===== config.mk =====
export PLATFORM = sky130hd
export DESIGN_NAME = pixel_assembler
export DESIGN_NICKNAME = d
export VERILOG_FILES = /design/src/rtl/pixel_assembler.sv
export SDC_FILE = /design/constraint.sdc
export NUM_CORES = 1
export LEC_CHECK = 0
export CORE_ASPECT_RATIO = 1.5
export CORE_MARGIN = 2
export CORE_UTILIZATION = 30
export DETAILED_ROUTE_END_ITERATION = 8
export SYNTH_ARGS = -nofsm -noshare
export SYNTH_HDL_FRONTEND = slang
export SYNTH_SLANG_ARGS = --single-unit

===== constraint.sdc =====
create_clock -name Clock -period 4.25 [get_ports Clock]
set_input_delay 0.6375 -clock Clock [delete_from_list [all_inputs] [get_ports Clock]]
set_output_delay 0.6375 -clock Clock [all_outputs]
set_load 0.01 [all_outputs]

===== src/rtl/pixel_assembler.sv =====
`timescale 1ns/1ps
// Assembles byte-serial R/G/B components into 24-bit pixels, inserts blank pixels,
// and tracks line/frame position. Define FRAME_CRC_EN for the per-frame checksum.
module pixel_assembler #(
  parameter int H_TOTAL = 12,
  parameter int V_TOTAL = 12
) (
  input  logic        Clock,
  input  logic        Reset,
  input  logic [7:0]  DataIn,
  input  logic        SelR,
  input  logic        SelG,
  input  logic        SelB,
  input  logic        SelBlank,
  input  logic        FrameStart,
  output logic [23:0] PixelOut,
  output logic        PixelValid,
  output logic        BlankOut,
  output logic        HSync,
  output logic        VSync,
  output logic        ErrSeq,
  output logic [7:0]  FrameSum
);

  typedef enum logic [1:0] {WAIT_R, HAVE_R, HAVE_G} state_t;

  state_t     state, state_next;
  logic [7:0] comp_r, comp_g;
  logic [1:0] phase, phase_next;
  logic [7:0] hcount, vcount;
  logic [1:0] nsel;
  logic       cap_r, cap_g, emit_act, emit_blank, err_set;
  logic       emit, h_wrap, v_wrap;

  always_comb begin
    state_next = state;
    phase_next = 2'd0;
    cap_r      = 1'b0;
    cap_g      = 1'b0;
    emit_act   = 1'b0;
    emit_blank = 1'b0;
    err_set    = 1'b0;
    nsel       = {1'b0, SelR} + {1'b0, SelG} + {1'b0, SelB};
    if (FrameStart) begin
      state_next = WAIT_R;
    end else if (SelBlank) begin
      state_next = WAIT_R;
      if (phase == 2'd2) emit_blank = 1'b1;
      else               phase_next = phase + 2'd1;
    end else if (nsel > 2'd1) begin
      err_set    = 1'b1;
      state_next = WAIT_R;
    end else if (SelR) begin
      // An out-of-order R restarts the pixel rather than being dropped
      err_set    = (state != WAIT_R);
      cap_r      = 1'b1;
      state_next = HAVE_R;
    end else if (SelG) begin
      if (state == HAVE_R) begin
        cap_g      = 1'b1;
        state_next = HAVE_G;
      end else begin
        err_set    = 1'b1;
        state_next = WAIT_R;
      end
    end else if (SelB) begin
      if (state == HAVE_G) emit_act = 1'b1;
      else                 err_set  = 1'b1;
      state_next = WAIT_R;
    end
  end

  assign emit   = emit_act | emit_blank;
  assign h_wrap = emit && (hcount == 8'(H_TOTAL - 1));
  assign v_wrap = h_wrap && (vcount == 8'(V_TOTAL - 1));

  always_ff @(posedge Clock) begin
    if (Reset) state <= WAIT_R;
    else       state <= state_next;
  end

  always_ff @(posedge Clock) begin
    if (cap_r) comp_r <= DataIn;
    if (cap_g) comp_g <= DataIn;
  end

  always_ff @(posedge Clock) begin
    if (Reset) begin
      phase      <= 2'd0;
      hcount     <= 8'd0;
      vcount     <= 8'd0;
      PixelOut   <= 24'd0;
      PixelValid <= 1'b0;
      BlankOut   <= 1'b0;
      HSync      <= 1'b0;
      VSync      <= 1'b0;
      ErrSeq     <= 1'b0;
    end else begin
      phase      <= phase_next;
      PixelValid <= emit;
      BlankOut   <= emit_blank;
      HSync      <= h_wrap;
      VSync      <= v_wrap;
      if (err_set) ErrSeq <= 1'b1;
      if (emit_act)        PixelOut <= {comp_r, comp_g, DataIn};
      else if (emit_blank) PixelOut <= 24'd0;
      if (FrameStart) begin
        hcount <= 8'd0;
        vcount <= 8'd0;
      end else if (emit) begin
        if (h_wrap) begin
          hcount <= 8'd0;
          vcount <= v_wrap ? 8'd0 : vcount + 8'd1;
        end else begin
          hcount <= hcount + 8'd1;
        end
      end
    end
  end

`ifdef FRAME_CRC_EN
  logic [7:0] acc, acc_next;

  always_comb begin
    acc_next = acc;
    if (emit_act) acc_next = {acc[6:0], acc[7]} ^ comp_r ^ comp_g ^ DataIn;
  end

  // The frame's last pixel is folded in before the sum is published
  always_ff @(posedge Clock) begin
    if (Reset) begin
      acc      <= 8'd0;
      FrameSum <= 8'd0;
    end else if (FrameStart) begin
      acc <= 8'd0;
    end else if (v_wrap) begin
      FrameSum <= acc_next;
      acc      <= 8'd0;
    end else begin
      acc <= acc_next;
    end
  end
`else
  assign FrameSum = 8'd0;
`endif

endmodule


==> flow_metrics.env <==
export IMPL_status="finished, final reports clean"
export IMPL_hold_path_startpoint="phase[0]$_SDFF_PP0_"
export IMPL_antenna_found_initial=0
export IMPL_seq_area_frac_synth_pct=57.2
export IMPL_stdcell_area_sq_um=3390
export IMPL_rsz0062_at_grt="false"
export IMPL_cp_start_kind="input port"
export IMPL_worstSetupEndpointType="flip-flop"
export IMPL_worst_pin_slew_ps=981
export IMPL_ir_drop_uv=291
export IMPL_yosys_most_used_dff="dfxtp_1"
export IMPL_min_path_cells=1
export IMPL_start_util_pct=30.5
export IMPL_num_rows=41
export IMPL_dieArea_sq_um=9280
export IMPL_synth_top_cell_by_area="dfxtp_1"
export IMPL_period_minus_slack_ps=3360
export IMPL_antenna_left=0
export IMPL_synthTopCellsByCount="dfxtp_1, nor2_1, a22oi_1"
export IMPL_min_path_type="reg -> reg"
export IMPL_antenna_cells=0
export IMPL_period_share_pct=79.0
export IMPL_wire_per_inst_um=13.8
export IMPL_dpl_cell_area_sq_um=3090
export IMPL_r2r_start="hcount[0]$_SDFFE_PP0P_"
export IMPL_grt_pass1_vias=1920
export IMPL_numCtsBuffers=9
export IMPL_dp_hpwl_mm=3.77
export IMPL_overflow=0
export IMPL_crit_chain="clkdlybuf4s50_1, ha_1, a2111o_1, o31a_1, or4_1, a21oi_1"
export IMPL_die_height_um=117
export IMPL_syn_avg_cell_area_sq_um=10.1
export IMPL_slowest_delay_ps=700
export IMPL_ys_types=42
export IMPL_gp_congestion=0.728
export IMPL_holdBufCountCts=0
export IMPL_cap_violations=0
export IMPL_synth_area_leaders="dfxtp_1, edfxtp_1, a22oi_1"
export IMPL_syn_area_sq_um=2550
export IMPL_cts_resized=0
export IMPL_max_freq_mhz=298
export IMPL_slew_headroom_pct=34.6
export IMPL_grt_use_total_pct=13.3
export IMPL_hold_viol_final=0
export IMPL_io_buffers=43
export IMPL_syn_instance_count=253
export IMPL_yosys_warnings=0
export IMPL_core_sq_um=8360
export IMPL_ff2ff_setup_slack_ps=2000
export IMPL_final_setup_viol_count=0
export IMPL_fillers=817
export IMPL_r2r_end="vcount[7]$_SDFFE_PP0P_"
export IMPL_htreeDepth=3
export IMPL_wirelength_mm=5.69
export IMPL_postCtsSetupRepairBufs=0
export IMPL_reg2reg_depth=5
export IMPL_setup_tns_ps=0
export IMPL_skew_ps=5.16
export IMPL_post_route_util_pct=40.6
export IMPL_num_vias=2061
export IMPL_ios=52
export IMPL_drt_pass1_iter_count=4
export IMPL_slew_viol_final=0
export IMPL_finalPower_mw=1.42
export IMPL_drc=0
export IMPL_hold_end="phase[0]$_SDFF_PP0_"
export IMPL_holdWs_ps=414
export IMPL_clk_pin_slew_worst_paths_ps=50
export IMPL_ys_ff_latch=65
export IMPL_insertion_delay_ps=330
export IMPL_critPathRequiredTime_ps=4510
export IMPL_critical_path_max_fanout=29
export IMPL_cts_tree="done"
export IMPL_clock_path_buffers=2
export IMPL_drive_above_1_share_pct=8.88
export IMPL_synthArstFlopShare_pct=0
export IMPL_cts_sinks=65
export IMPL_power_leakage_nw=1.13
export IMPL_cts_root_buffer_cell="clkbuf_16"
export IMPL_yosysMostFrequentCell="dfxtp_1"
export IMPL_cp_slowest_cell="clkdlybuf4s50_1"
export IMPL_die_x_um=79.3
export IMPL_drt_iter0_markers=75
export IMPL_p_per_area_nw_per_um2=420
export IMPL_area_delta_synth_final_pct=32.8
export IMPL_vias_per_cell=5.01
export IMPL_crit_type="in -> reg"
export IMPL_arrival_ps=3620
export IMPL_grt_max_degree=33
export IMPL_grt_pass1_wl_mm=9.28
export IMPL_synth_edff_count=16
export IMPL_yosys_area_top_type_share_pct=38.4
export IMPL_nets=318
## metrics by stage
stage	setup WS, ps	std cells
4_1_cts	925	411
3_3_place_gp	654	395
6_report	892	411
2_1_floorplan	1530	260
3_5_place_dp	598	395
5_1_grt	789	411
## per-layer routing
metal | global-route usage (%) | up-vias | share of wire [%]
met3 | 4.68 | 6 | 4.0
met4 | 6.90 | 0 | 1.4
met1 | 14.8 | 981 | 41
met5 | 0 | - | 0
met2 | 22.3 | 50 | 53
li1 | - | 1024 | -
## where the power goes
part	internal, mW	total [mW]	switching (mW)
logic	0.0186	0.0459	0.0272
registers	0.638	0.640	0.00196
clock network	0.471	0.739	0.268
total	1.13	1.42	0.297
## final cells by class
type	instances	area, sq um	area share, %
inverter	5	18.8	0.553
multi-input combinational	170	1000	29.6
timing repair buffer	48	468	13.8
clock inverter	6	66.3	1.95
sequential	65	1460	43.1
clock buffer	10	239	7.05
tap	107	134	3.95
## sequential cells by signal, summed over array words and instances (netlist names)
register	flops
BlankOut	1
ErrSeq	1
HSync	1
PixelOut	24
PixelValid	1
VSync	1
comp_g	8
comp_r	8
hcount	8
phase	2
state	2
vcount	8
## critical path: cells and delay by family
| family | cells | cell delay [ps] |
|---|---|---|
| AO/OA/AOI/OAI | 3 | 1350 |
| buffers and inverters | 1 | 700 |
| AND/OR/NAND/NOR | 1 | 620 |
| adder cells (fa/ha/maj) | 1 | 320 |
## cells by family (layout without fill, tap and decap cells)
kind of cell	count (synthesis)	after routing	share of synthesized area (%)
compound gates	65	65	17.2
fa+ha+maj	4	4	1.96
buf+inv	25	69	4.90
flops	65	65	57.2
mux	1	1	0.392
other cells	1	8	0.147
simple gates	92	92	18.1
## worst max-delay path by stage
stage / startpoint / endpoint / slack, ps
finish: SelR / hcount[7]$_SDFFE_PP0P_ / 890
global route: SelR / hcount[7]$_SDFFE_PP0P_ / 790
CTS: SelR / hcount[7]$_SDFFE_PP0P_ / 920
detailed placement: SelR / hcount[7]$_SDFFE_PP0P_ / 600
global placement: SelR / hcount[7]$_SDFFE_PP0P_ / 650
floorplan: SelR / comp_g[0]$_DFFE_PP_ / 1530
## cell usage in the layout (no fill, tap or decap), types with 3 or more instances in the layout
cell,count
and3_1,3
nor2_1,37
buf_4,5
inv_1,5
dfxtp_1,49
clkdlybuf4s50_1,43
nand2_1,12
nor4_1,3
edfxtp_1,16
ha_1,4
o21ai_0,8
a22oi_1,24
nor3_1,3
nand3_1,11
conb_1,8
or4_1,5
clkbuf_16,9
o31ai_1,4
or3_1,3
nand3b_1,4
a21oi_1,16
(Power assumes the default switching activity.)
